## src/rtl/bird_pkg.sv

```systemverilog
// Shared codes for the bird game-logic core: game state, key event and LED bit positions.
package bird_pkg;

  typedef enum logic [1:0] {
    ST_IDLE = 2'd0,
    ST_RUN  = 2'd1,
    ST_DEAD = 2'd2
  } game_state_e;

  typedef enum logic [1:0] {
    KEY_NONE    = 2'd0,
    KEY_PRESS   = 2'd1,
    KEY_RELEASE = 2'd2
  } key_code_e;

  localparam int LED_FLAP = 0;
  localparam int LED_DEAD = 1;

endpackage

```

## src/rtl/bird_tick_gen.sv

```systemverilog
// Free-running frame-tick divider: one-cycle tick every TICK_DIV clocks, cleared only by reset.
module bird_tick_gen #(
  parameter int TICK_DIV = 833333
) (
  input  logic clock,
  input  logic reset,
  output logic tick
);

  localparam int CW = (TICK_DIV > 1) ? $clog2(TICK_DIV) : 1;

  logic [CW-1:0] cnt_q, cnt_d;

  assign tick = (cnt_q == CW'(TICK_DIV - 1));

  always_comb begin
    cnt_d = cnt_q + CW'(1);
    if (tick) cnt_d = '0;
  end

  always_ff @(posedge clock) begin
    if (reset) cnt_q <= '0;
    else       cnt_q <= cnt_d;
  end

endmodule

```

## src/rtl/bird_motion_ctrl.sv

```systemverilog
// Bird game-logic core: key-event handshake, game FSM and gravity/flap physics on a frame tick.
// Optional build macro BIRD_BOUNCE_MODE_EN replaces physics with fixed-step bounce movement.
//
// state   | meaning
// IDLE    | bird parked at Y_START, waiting for a press to start
// RUN     | physics (or bounce steps) active, presses flap and score
// DEAD    | bird hit the floor, everything frozen until a press resets to IDLE
module bird_motion_ctrl
  import bird_pkg::*;
#(
  parameter int Y_WIDTH     = 10,
  parameter int Y_MAX       = 456,
  parameter int Y_START     = 228,
  parameter int SCORE_WIDTH = 16,
  parameter int GRAVITY     = 1,
  parameter int FLAP_VEL    = 8,
  parameter int VEL_MAX     = 12,
  parameter int TICK_DIV    = 833333,
  parameter int STEP        = 10
) (
  input  logic                   clock,
  input  logic                   reset,
  input  logic [1:0]             key_state,
  output logic                   key_ack,
  output logic [Y_WIDTH-1:0]     bird_y,
  output logic [SCORE_WIDTH-1:0] score,
  output logic [1:0]             game_state,
  output logic [7:0]             leds
);

  localparam int NW = Y_WIDTH + 2;
  localparam logic signed [Y_WIDTH:0] VEL_FLAP = (Y_WIDTH+1)'(-FLAP_VEL);
  localparam logic signed [Y_WIDTH:0] VEL_CAP  = (Y_WIDTH+1)'(VEL_MAX);
  localparam logic signed [Y_WIDTH:0] VEL_G    = (Y_WIDTH+1)'(GRAVITY);
  localparam logic signed [NW-1:0]    Y_MAX_S  = NW'(Y_MAX);
  localparam logic signed [NW-1:0]    ZERO_S   = '0;
  localparam logic [Y_WIDTH-1:0]      Y_MAX_U  = Y_WIDTH'(Y_MAX);
  localparam logic [Y_WIDTH-1:0]      Y_START_U = Y_WIDTH'(Y_START);
  localparam logic [Y_WIDTH-1:0]      STEP_U   = Y_WIDTH'(STEP);

  if (TICK_DIV < 2 || STEP < 1 || STEP > Y_MAX) begin : g_bad_param
    $error("bird_motion_ctrl: TICK_DIV must be >= 2 and STEP within 1..Y_MAX");
  end

  game_state_e              state_q, state_d;
  logic [Y_WIDTH-1:0]       y_q, y_d;
  logic signed [Y_WIDTH:0]  vel_q, vel_d, vel_t;
  logic signed [NW-1:0]     next_y;
  logic [SCORE_WIDTH-1:0]   score_q, score_d;
  logic                     ack_q, ack_d;
  logic                     led_q, led_d;
  logic                     tick, accept, press, release_ev;
`ifdef BIRD_BOUNCE_MODE_EN
  logic                     dir_q, dir_d;
`endif

  bird_tick_gen #(.TICK_DIV(TICK_DIV)) u_tick (
    .clock (clock),
    .reset (reset),
    .tick  (tick)
  );

  // While the ack is high the input level is ignored, so a held key is seen once per ack.
  assign accept     = !ack_q && (key_state == KEY_PRESS || key_state == KEY_RELEASE);
  assign press      = accept && (key_state == KEY_PRESS);
  assign release_ev = accept && (key_state == KEY_RELEASE);

  always_comb begin
    state_d = state_q;
    y_d     = y_q;
    vel_d   = vel_q;
    score_d = score_q;
    led_d   = led_q;
    ack_d   = accept;
    vel_t   = '0;
    next_y  = '0;
`ifdef BIRD_BOUNCE_MODE_EN
    dir_d   = dir_q;
`endif
    if (press)           led_d = 1'b1;
    else if (release_ev) led_d = 1'b0;

    case (state_q)
      ST_IDLE: begin
        if (press) begin
          state_d = ST_RUN;
          vel_d   = VEL_FLAP;
        end
      end
      ST_RUN: begin
`ifdef BIRD_BOUNCE_MODE_EN
        if (press) begin
          dir_d = dir_q ^ (y_q == '0 || y_q >= Y_MAX_U);
          if (!dir_d) y_d = (y_q >= STEP_U) ? y_q - STEP_U : '0;
          else        y_d = (y_q >= Y_MAX_U - STEP_U) ? Y_MAX_U : y_q + STEP_U;
          score_d = (&score_q) ? score_q : score_q + 1'b1;
        end
`else
        if (press) begin
          vel_d   = VEL_FLAP;
          score_d = (&score_q) ? score_q : score_q + 1'b1;
        end
        // Flap lands first so a same-cycle tick integrates from the fresh flap velocity.
        if (tick) begin
          vel_t = vel_d + VEL_G;
          if (vel_t > VEL_CAP) vel_t = VEL_CAP;
          vel_d  = vel_t;
          next_y = $signed({2'b00, y_q}) + NW'(vel_t);
          if (next_y <= ZERO_S) begin
            y_d = '0;
          end else if (next_y >= Y_MAX_S) begin
            y_d     = Y_MAX_U;
            state_d = ST_DEAD;
          end else begin
            y_d = next_y[Y_WIDTH-1:0];
          end
        end
`endif
      end
      ST_DEAD: begin
        if (press) begin
          state_d = ST_IDLE;
          y_d     = Y_START_U;
          vel_d   = '0;
          score_d = '0;
        end
      end
      default: state_d = ST_IDLE;
    endcase
  end

  always_ff @(posedge clock) begin
    if (reset) begin
      state_q <= ST_IDLE;
      y_q     <= Y_START_U;
      vel_q   <= '0;
      score_q <= '0;
      ack_q   <= 1'b0;
      led_q   <= 1'b0;
`ifdef BIRD_BOUNCE_MODE_EN
      dir_q   <= 1'b0;
`endif
    end else begin
      state_q <= state_d;
      y_q     <= y_d;
      vel_q   <= vel_d;
      score_q <= score_d;
      ack_q   <= ack_d;
      led_q   <= led_d;
`ifdef BIRD_BOUNCE_MODE_EN
      dir_q   <= dir_d;
`endif
    end
  end

  assign key_ack    = ack_q;
  assign bird_y     = y_q;
  assign score      = score_q;
  assign game_state = state_q;
  always_comb begin
    leds           = '0;
    leds[LED_FLAP] = led_q;
    leds[LED_DEAD] = (state_q == ST_DEAD);
  end

endmodule
```

## config.mk

```make
export PLATFORM = sky130hd
export DESIGN_NAME = bird_motion_ctrl
export DESIGN_NICKNAME = d
export VERILOG_FILES = /design/src/rtl/bird_pkg.sv /design/src/rtl/bird_tick_gen.sv /design/src/rtl/bird_motion_ctrl.sv
export SDC_FILE = /design/constraint.sdc
export NUM_CORES = 1
export LEC_CHECK = 0
export CAP_MARGIN = 20
export CORE_ASPECT_RATIO = 0.9
export CORE_MARGIN = 3
export CORE_UTILIZATION = 50
export CTS_BUF_LIST = sky130_fd_sc_hd__clkbuf_2 sky130_fd_sc_hd__clkbuf_4 sky130_fd_sc_hd__clkbuf_8
export DETAILED_ROUTE_END_ITERATION = 16
export HOLD_SLACK_MARGIN = 0.12
export MAX_ROUTING_LAYER = met4
export PLACE_DENSITY_LB_ADDON = 0.25
export RECOVER_POWER = 100
export SYNTH_ARGS = -nofsm -noshare
export SYNTH_HDL_FRONTEND = slang
export SYNTH_SLANG_ARGS = --single-unit
```

## constraint.sdc

```tcl
create_clock -name clock -period 11 [get_ports clock]
set_clock_uncertainty 0.1 [all_clocks]
set_input_delay 1.1 -clock clock [delete_from_list [all_inputs] [get_ports clock]]
set_output_delay 1.1 -clock clock [all_outputs]
set_load 0.005 [all_outputs]
```

==> impl_results.md, run 1 <==
- DRT Pass-1 Iters: 5
- Largest net degree at the start of global routing: 31
- Startpoint Class: input pin
- DIE AREA: 9180 µm²
- Top FF cell, synth: dfxtp_1
- Maximum VDD drop: 105 µV
- Crit path time final: 8.09 ns
- Most frequent cells after synthesis: nor2_1 (63), dfxtp_1 (61), nand2_1 (46)
- Crit path arrival time: 8.19 ns
- Lkg Pwr: 1.83 nW
- Post-synthesis cell count: 513
- CP max FO: 26
- DP HPWL: 7280 µm
- Slew margin rel.: 30.5%
- Synth Cell Area: 4030 µm²
- Std-Cell Core Area: 7690 µm²
- Post-CTS Resized: 0
- Setup_tns: 0 ns
- I/O pins: 41
- Global-route wire length before repair: 16500 µm
- Vias/cell: 5.89
- H-Tree Depth: 3
- DRC Markers: 0
- Post-synth EDFFs: 0
- Chip Height: 91.2 µm
- Setup CP Type: in -> reg
- Hold-fix buffers, CTS: 0
- Slack of the critical path: 2.91 ns
- Clock Path Buffers: 2
- Synth Register Bits: 61
- Netlist cell types: 66
- Std-Cell Rows: 30
- Yosys synthesis warning count: 0
- Die W: 101 µm
- Vias in the first global route: 3508
- Via count: 3748
- Length of routed met2 wiring: 4490 µm
- Pwr dens: 160 nW/µm²
- Slew Viols, Final: 0
- Status: complete, no violations
- Top Metal Used: met4
- Syn-to-layout area delta: 13.7%
- Nets: 560
- Root buf cell: clkbuf_8
- Final WL: 9790 µm
- Post-synth ARST share: 0%
- Routed Antenna Nets: 0
- Worst Path Required: 11.10 ns
- Met3 Wirelength: 556 µm
- Clock tree sinks: 61
- Clock tree from TritonCTS: built
- Sequential Area: 1220 µm²
- GRT overflow: 0
- Fmax: 124 MHz
- Synth area leaders: dfxtp_1 (30%), ha_1 (5.9%), nor2_1 (5.9%)
- Clock-pin slew on the worst setup and hold paths: 0.07 ns
- Yosys top cell area share: 30.3%
- Layout cells sized above 1: 4.63%
- Footprint of the multi-input gates: 2570 µm²
- Wl on met1: 4610 µm
- Wirelength per Cell: 15.4 µm
- Worst skew pair latency: 0.35 ns
- Post-synth top area cell: dfxtp_1
- Number of fill cells in the layout: 694
- MaxCap Viol Count: 0
- Gp weighted congestion: 0.936
- Hold WC Path Type: reg -> reg
- Most numerous cell in the Yosys netlist: nor2_1
- # diodes: 0
- Crit. End Element: flip-flop
- Post-CTS setup buffers: 0
- Final Cycle Share: 73.5%
- Pre-CTS setup slack: 3.62 ns
- RSZ-0062 raised after global routing: false
- WHS Path Cells: 1
- Avg Cell Area, Syn: 7.86 µm²
- Worst Max-Slew Pin Slew: 1.04 ns
- Seq/Total Area, Yosys: 30.3%
- Reg2reg path depth: 21
- Total global routing track utilization: 22.6%
- Initial Util: 52.4%
- Port Buffer Count: 34
- DR iter-0 viols: 230
- Final Core Density: 59.6%
- Total CTS buffers: 9
- Final setup violation count: 0
- Final hold vios: 0
- Antenna violations before repair: 0
==> placed cells by master, fill, tap and decap left out, drive strengths merged, types with 4 or more instances in the layout <==
| master | Yosys | layout |
|---|---|---|
| nor2 | 63 | 63 |
| dfxtp | 61 | 61 |
| nand2 | 46 | 46 |
| dlygate4sd3 | 0 | 32 |
| a21oi | 30 | 30 |
| nand3 | 26 | 26 |
| inv | 21 | 21 |
| xor2 | 21 | 21 |
| nor3 | 20 | 20 |
| xnor2 | 19 | 19 |
| ha | 19 | 19 |
| o21ai | 18 | 18 |
| nand4 | 16 | 16 |
| a211oi | 12 | 12 |
| clkbuf | 14 | 12 |
| nand2b | 10 | 10 |
| and3 | 9 | 9 |
| and4 | 8 | 8 |
| and2 | 7 | 7 |
| conb | 1 | 6 |
| a21o | 5 | 5 |
| o31ai | 5 | 5 |
| nor2b | 4 | 4 |
| or3 | 4 | 4 |
| mux2i | 4 | 4 |
| nor4 | 4 | 4 |
| mux2 | 4 | 4 |
==> worst max-delay path, cell delays in order <==
cell and delay, ns:
dlygate4sd3_1 0.56, ha_1 0.21, nand2b_1 0.07, clkbuf_1 0.77, and2_0 0.31, ha_1 0.30, and3_1 0.30, and4_1 0.31
mux2i_1 0.63, a31o_2 0.27, nand2_1 0.09, inv_1 0.11, ha_1 0.25, a211oi_1 0.20, o21ai_0 0.12, o21a_1 0.18
a31o_2 0.27, and4_1 0.21, o31ai_1 0.52, mux2_1 0.40, o31ai_1 0.55, o21bai_1 0.31, a221oi_1 0.16
==> kinds of logic after synthesis <==
group / count (synthesis) / share of synthesized area (%)
AND/OR/NAND/NOR: 226 / 28.2
AO/OA/AOI/OAI: 105 / 17.6
flip-flops: 61 / 30.3
buffers and inverters: 50 / 5.77
XOR/XNOR: 41 / 9.24
adder cells (fa/ha/maj): 21 / 6.64
multiplexers: 8 / 2.20
other: 1 / 0.0930
==> where the power goes <==
group	internal (mW)	leakage [nW]	switching (mW)
Combinational	0.0935	1.21	0.132
Sequential	0.235	0.495	0.0226
Clock	0.161	0.125	0.0893
==> flip-flops by register name, summed over array words and instances (netlist names) <==
name          flops
key_ack           1
led_q             1
score            16
u_tick.cnt_q     20
vel_q            11
game_state        2
bird_y           10
==> path summary, 6_finish.rpt <==
path / startpoint / endpoint / slack (ns)
setup reg to reg: key_ack / bird_y[2] / 4.02
setup / recovery: key_state[0] / bird_y[2] / 2.91
hold / removal: u_tick.cnt_q[0] / u_tick.cnt_q[0] / 0.36
hold reg to reg: u_tick.cnt_q[0] / u_tick.cnt_q[0] / 0.36
==> per-stage QoR <==
| step | instances | hold slack, ns | instance area [µm²] | power, mW |
|---|---|---|---|---|
| after floorplan | 518 | 0.330 | 4050 | 0.431 |
| after global placement | 621 | 0.348 | 4370 | 0.489 |
| after detailed placement | 621 | 0.356 | 4370 | 0.492 |
| after CTS | 636 | 0.371 | 4620 | 0.745 |
| after global routing | 636 | 0.389 | 4590 | 0.775 |
| final | 636 | 0.362 | 4590 | 0.734 |
==> cell type report <==
| type | count | area share (%) |
|---|---|---|
| tap | 96 | 2.62 |
| sequential | 61 | 26.6 |
| timing repair buffer | 36 | 7.66 |
| multi-input combinational | 407 | 56.0 |
| inverter | 21 | 1.72 |
| clock buffer | 11 | 3.30 |
| clock inverter | 4 | 2.07 |
==> per-layer routing <==
layer	vias up	global-route usage, %
met5	-	-
met4	0	6.40
met3	16	5.91
met2	111	34.5
met1	1749	29.3
li1	1872	-
Power figures use the tool's default switching activity.
==> run 2: changes to the inputs <==
==> constraint.sdc (replaced) <==
create_clock -name clock -period 7.4 [get_ports clock]
set_clock_uncertainty 0.1 [all_clocks]
set_input_delay 0.74 -clock clock [delete_from_list [all_inputs] [get_ports clock]]
set_output_delay 0.74 -clock clock [all_outputs]
set_load 0.005 [all_outputs]
==> run 2 against run 1 <==
Non-clock buffer count unchanged. Cell area down 0.95%. Register-to-register slack worse by 2.7 ns. Count of clock-buffer cells in the layout down 1. Global-route usage down 0.51 points. Sequential power up 49%. Flip-flop and latch count unchanged. Critical path type unchanged. Cell count unchanged. Setup slack worse by 2.4 ns. Highest routed layer unchanged. Largest cell class unchanged. Critical path depth down 1. Clock power up 14%.
==> impl_results.md, run 2 (same netlist as run 1, synthesis figures left out) <==
- Via count: 3766
- H-Tree Depth: 3
- Die W: 101 µm
- DIE AREA: 9180 µm²
- Initial Util: 52.4%
- Worst path cell trace: dlygate4sd3_1 -> ha_1 -> nand2b_1 -> and2_0 -> ha_1 -> and3_1 -> and4_1 -> mux2i_2 -> a31oi_1 -> nor2_1 -> ha_1 -> fa_1 -> a211oi_1 -> o21bai_1 -> nand3_1 -> maj3_1 -> or4_4 -> nand4_1 -> mux2i_1 -> o31ai_1 -> o21bai_4 -> a221oi_1
- DRT Pass-1 Iters: 5
- Worst Path Required: 7.49 ns
- Post-CTS setup buffers: 0
- Clock-pin slew on the worst setup and hold paths: 0.07 ns
- Clock tree sinks: 61
- DP HPWL: 7270 µm
- Reg2reg path depth: 20
- Setup_tns: 0 ns
- Post-CTS Resized: 0
- RSZ-0062 raised after global routing: false
- Largest net degree at the start of global routing: 31
- DRC Markers: 0
- Final WL: 9900 µm
- Global-route wire length before repair: 16200 µm
- Slack of the critical path: 0.533 ns
- Setup CP Type: in -> reg
- # diodes: 0
- CP max FO: 8
- Met3 Wirelength: 553 µm
- Std-Cell Core Area: 7690 µm²
- Slew margin rel.: 36.8%
- Nets: 560
- Length of routed met2 wiring: 4360 µm
- Pre-CTS setup slack: 0.466 ns
- Hold Path End: u_tick.cnt_q[0]
- Lkg Pwr: 1.81 nW
- Slew Viols, Final: 0
- Port Buffer Count: 34
- Flop-to-flop setup slack: 1.28 ns
- Worst Max-Slew Pin Slew: 0.948 ns
- Total global routing track utilization: 22.0%
- Total CTS buffers: 9
- GRT overflow: 0
- CP top delay family: simple AND/OR/NAND/NOR gates
- RR Startpoint: key_ack
- Root buf cell: clkbuf_8
- Clock tree from TritonCTS: built
- Vias in the first global route: 3372
- Hold WC Path Type: reg -> reg
- Most used cell, CP: ha_1
- Top Metal Used: met4
- CP max stage cell: dlygate4sd3_1
- Std-Cell Rows: 30
- Crit. End Element: flip-flop
- Final Cycle Share: 92.8%
- Status: complete, no violations
- Syn-to-layout area delta: 12.7%
- Maximum VDD drop: 114 µV
- Reg with most FFs: u_tick.cnt_q
- Crit path time final: 6.87 ns
- Hold Crit Start: u_tick.cnt_q[0]
- Fmax: 146 MHz
- Wirelength per Cell: 15.6 µm
- Final setup violation count: 0
- Chip Height: 91.2 µm
- Most frequent cells in the layout: nor2_1 (63), dfxtp_1 (61), nand2_1 (46)
- Bufs and invs on worst path: 1
- WHS Path Cells: 1
- Hold-fix buffers, CTS: 0
- Crit path arrival time: 6.96 ns
- Antenna violations before repair: 0
- Startpoint Class: input pin
- Routed Antenna Nets: 0
- DR iter-0 viols: 194
- Commonest non-fill, non-tap cell in the layout: nor2_1
- Vias/cell: 5.92
- Worst skew pair latency: 0.34 ns
- MaxCap Viol Count: 0
- FF-to-FF End: bird_y[5]
- I/O pins: 41
- Layout cells sized above 1: 5.00%
- Gp weighted congestion: 0.952
- Max stage delay on crit path: 0.56 ns
- Clock Path Buffers: 2
- Number of flip-flops in the largest register: 20
- Final hold vios: 0
- Pwr dens: 224 nW/µm²
- Wl on met1: 4850 µm
-- run 2: final cells by class --
| cell class | count | area (µm²) |
|---|---|---|
| Clock inverter | 5 | 52.6 |
| Timing Repair Buffer | 36 | 352 |
| Sequential cell | 61 | 1220 |
| Multi-Input combinational cell | 407 | 2590 |
| Tap cell | 96 | 120 |
| Inverter | 21 | 78.8 |
| Fill cell | 688 | 3150 |
| Clock buffer | 10 | 131 |
-- run 2: worst max path at each step --
stage | start | end | slack (ns) | cells after the start
2_1_floorplan | key_state[1] | bird_y[2] | 1.11 | 27
4_1_cts | key_state[1] | game_state[0] | 0.73 | 23
3_3_place_gp | key_state[1] | bird_y[5] | 0.67 | 23
3_5_place_dp | key_state[1] | bird_y[2] | 0.47 | 23
6_report | key_state[0] | bird_y[5] | 0.53 | 22
5_1_grt | key_state[0] | bird_y[5] | 0.20 | 21
-- run 2: worst register-to-register path: stages, from the launching register on --
cell      delay, ns
dfxtp_1        0.38
nand2b_1       0.29
and2_0         0.27
ha_1           0.30
and3_1         0.29
and4_1         0.32
mux2i_2        0.48
a31oi_1        0.25
nor2_1         0.23
ha_1           0.22
fa_1           0.26
a211oi_1       0.11
o21bai_1       0.37
nand3_1        0.17
maj3_1         0.39
or4_4          0.44
nand4_1        0.10
mux2i_1        0.09
o31ai_1        0.54
o21bai_4       0.27
a221oi_1       0.11
-- run 2: per-stage QoR --
stage	utilization [%]	total power [mW]	instances	hold slack, ns	cell area [µm²]
3_5_place_dp	56.8	0.736	621	0.361	4370
5_1_grt	59.1	1.07	636	0.412	4540
4_1_cts	59.2	1.02	636	0.375	4560
3_3_place_gp	56.8	0.728	621	0.347	4370
2_1_floorplan	-	0.641	518	0.330	4050
6_report	59.1	1.02	636	0.377	4540
-- run 2: where the power goes --
group / internal [mW] / switching [mW] / total (mW)
clock network: 0.156 / 0.130 / 0.285
logic: 0.144 / 0.203 / 0.347
registers: 0.350 / 0.0353 / 0.385
total: 0.650 / 0.368 / 1.02
-- run 2: metal layers --
layer	up-vias	track usage, %
li1	1864	-
met1	1764	30.0
met2	123	32.5
met3	15	4.99
met4	0	6.51
met5	-	-
==> run 3: changes to the inputs <==
--- a/config.mk
+++ b/config.mk
@@ -5,11 +5,13 @@
 export SDC_FILE = /design/constraint.sdc
 export NUM_CORES = 1
 export LEC_CHECK = 0
+export ABC_AREA = 1
 export CAP_MARGIN = 20
 export CORE_ASPECT_RATIO = 0.9
 export CORE_MARGIN = 3
 export CORE_UTILIZATION = 50
 export CTS_BUF_LIST = sky130_fd_sc_hd__clkbuf_2 sky130_fd_sc_hd__clkbuf_4 sky130_fd_sc_hd__clkbuf_8
+export CTS_CLUSTER_DIAMETER = 120
 export DETAILED_ROUTE_END_ITERATION = 16
 export HOLD_SLACK_MARGIN = 0.12
 export MAX_ROUTING_LAYER = met4
==> constraint.sdc (replaced) <==
create_clock -name clock -period 7.8 [get_ports clock]
set_clock_uncertainty 0.1 [all_clocks]
set_input_delay 0.78 -clock clock [delete_from_list [all_inputs] [get_ports clock]]
set_output_delay 0.78 -clock clock [all_outputs]
set_load 0.005 [all_outputs]
==> run 3 against run 2 <==
Global-route usage up 1.3 points. Setup slack improved by 1.1 ns. Register-to-register slack improved by 1.2 ns. First-iteration DRC count fell by 2.6%. Utilization grew 1.4 points. Cell area is 3.4% higher. Flip-flop and latch count did not move. Power fell by 12%. Die area up 1.9%. Sequential share of layout area fell by 0.87 points. Non-clock buffer count fell by 2. Largest cell class unchanged.
==> impl_results.md, run 3 <==
- Status: complete, no violations
- Yosys synthesis warning count: 0
- Vias in the first global route: 3874
- MaxCap Viol Count: 0
- Synth Cell Area: 4110 µm²
- Most used cell, CP: nand2_1
- Hold-fix buffers, CTS: 0
- Final Non-Filler Cells: 765
- Fmax: 162 MHz
- Reg with most FFs: u_tick.cnt_q
- Top FF cell, synth: dfxtp_1
- Setup CP Type: in -> reg
- Pwr dens: 191 nW/µm²
- Sequential Power Share: 37.5%
- Std-Cell Core Area: 7770 µm²
- Post-synthesis compound-gate area fraction: 14.8%
- Worst hold slack: 0.359 ns
- Most frequent cells in the layout: nand2_1 (147), inv_1 (90), nor2_1 (65)
- Most frequent cells after synthesis: nand2_1 (143), inv_1 (88), nor2_1 (63)
- Final WL: 10100 µm
- Post-synth EDFFs: 0
- Root buf cell: clkbuf_8
- Number of flip-flops in the largest register: 20
- DR iter-0 viols: 189
- Hold Crit Start: u_tick.cnt_q[0]
- Total global routing track utilization: 23.3%
- Final instance area: 4700 µm²
- Worst Max-Slew Pin Slew: 0.930 ns
- Largest net degree at the start of global routing: 23
- GRT overflow: 0
- CP top delay family: simple AND/OR/NAND/NOR gates
- Antenna violations before repair: 0
- Post-synth top area cell: dfxtp_1
- Flop-to-flop setup slack: 2.43 ns
- Syn-to-layout area delta: 14.2%
- # diodes: 0
- Crit. End Element: flip-flop
- Adder-cell share of the synthesized area: 6.27%
- Switching power: 0.294 mW
- CP max FO: 18
- Chip Height: 92.1 µm
- Worst Path Required: 7.93 ns
- Switching part of the total power: 32.8%
- Clk pwr share: 36.1%
- Fraction of synthesized area in multiplexers: 0%
- Total CTS buffers: 9
- Final setup violation count: 0
- Maximum VDD drop: 117 µV
- Largest family of logic cells by synthesized area: simple AND/OR/NAND/NOR gates
- Layout cells sized above 1: 7.17%
- Startpoint Class: input pin
- Slack of the critical path: 1.63 ns
- CP max stage cell: dlygate4sd3_1
- Via count: 4193
- Gp weighted congestion: 0.998
- Die W: 102 µm
- Post-synthesis cell count: 627
- Clock tree from TritonCTS: built
- Global-route wire length before repair: 17400 µm
- Clock tree sinks: 61
- Pre-CTS setup slack: 2.19 ns
- DRC Markers: 0
- Netlist cell types: 44
- Number of fill cells in the layout: 755
- Port Buffer Count: 34
- Post-CTS setup buffers: 0
- Crit path arrival time: 6.30 ns
- I/O pins: 41
- Nets: 688
- Crit path time final: 6.17 ns
- Bufs and invs on worst path: 4
- DP HPWL: 7800 µm
- Area after DPL: 4510 µm²
- Hold WC Path Type: reg -> reg
- RSZ-0062 raised after global routing: false
- Clock Path Buffers: 2
- Max stage delay on crit path: 0.56 ns
- Combinational share of power: 26.4%
- Post-synth ARST share: 0%
- Sequential Area: 1220 µm²
- DIE AREA: 9350 µm²
- Slew margin rel.: 37.4%
- Reg2reg path depth: 32
- Avg Cell Area, Syn: 6.56 µm²
- Final Core Density: 60.5%
- Hold Path End: u_tick.cnt_q[0]
- Routed Antenna Nets: 0
- P_int: 0.604 mW
- Synth Register Bits: 61
- Std-Cell Rows: 30
- Seq/Total Area, Yosys: 29.7%
- Most numerous cell in the Yosys netlist: nand2_1
- Worst skew pair latency: 0.34 ns
- Vias/cell: 5.48
- Clock-pin slew on the worst setup and hold paths: 0.07 ns
- Initial Util: 52.9%
- WHS Path Cells: 1
- Total Power: 0.899 mW
- Synth Area in XOR/XNOR: 2.31%
- Synth area leaders: dfxtp_1 (30%), nand2_1 (13%), inv_1 (8.0%)
- Slew Viols, Final: 0
- FF-to-FF End: bird_y[6]
- Post-CTS Resized: 0
- Final hold vios: 0
- DRT Pass-1 Iters: 5
- Lkg Pwr: 2.09 nW
- Wirelength per Cell: 13.2 µm
- Simple-gate share of the synthesized area: 36.2%
- Yosys top cell area share: 29.7%
- Commonest non-fill, non-tap cell in the layout: nand2_1
- Setup_tns: 0 ns
- Footprint of the multi-input gates: 2430 µm²
- Final Cycle Share: 79.0%
- Dpl cells: 749
- RR Startpoint: key_ack
- H-Tree Depth: 3
[run 3: worst reg2reg max path: cells and delay by family (launching register included)]
kind,cells,cell delay [ns]
simple gates,23,2.86
buf+inv,3,0.42
fa+ha+maj,2,0.53
flops,1,0.39
xor+xnor,1,0.40
compound gates,3,0.55
[run 3: worst max path at each step]
| stage | start | to | slack (ns) | cells past startpoint |
|---|---|---|---|---|
| final | key_state[1] | bird_y[6] | 1.63 | 34 |
| after global routing | key_state[1] | bird_y[6] | 1.02 | 34 |
| after detailed placement | key_state[1] | bird_y[5] | 2.19 | 34 |
| after global placement | key_state[1] | bird_y[5] | 2.37 | 34 |
| after CTS | key_state[1] | bird_y[5] | 2.54 | 34 |
| after floorplan | key_state[1] | bird_y[5] | 3.12 | 34 |
[run 3: kinds of logic (layout without fill, tap and decap cells)]
group | Yosys count | after routing
other | 1 | 6
adder cells (fa/ha/maj) | 20 | 20
buffers and inverters | 108 | 145
flip-flops | 61 | 61
XOR/XNOR | 10 | 10
AND/OR/NAND/NOR | 315 | 315
AO/OA/AOI/OAI | 112 | 112
[run 3: final cells by class]
| cell class | count | share of cell area [%] |
|---|---|---|
| multi-input combinational | 463 | 51.7 |
| timing repair buffer | 34 | 7.25 |
| inverter | 95 | 7.59 |
| clock buffer | 12 | 3.38 |
| sequential | 61 | 26.0 |
| tap | 96 | 2.56 |
| clock inverter | 4 | 1.49 |
[run 3: power by group through the flow]
stage	Sequential [mW]	Clock, mW	Combinational [mW]
after floorplan	0.341	0	0.182
after global placement	0.344	0	0.237
after detailed placement	0.344	0	0.241
after CTS	0.337	0.330	0.242
after global routing	0.339	0.341	0.270
final	0.337	0.324	0.237
[run 3: metal layers]
metal,part of all wire [%],up-vias,GRT usage (%),routed length (µm)
met1,46,1901,30.8,4650
met2,45,138,35.0,4550
met5,0,-,-,0
met4,2.8,0,9.75,282
met3,6.4,29,4.33,647
li1,-,2125,-,-
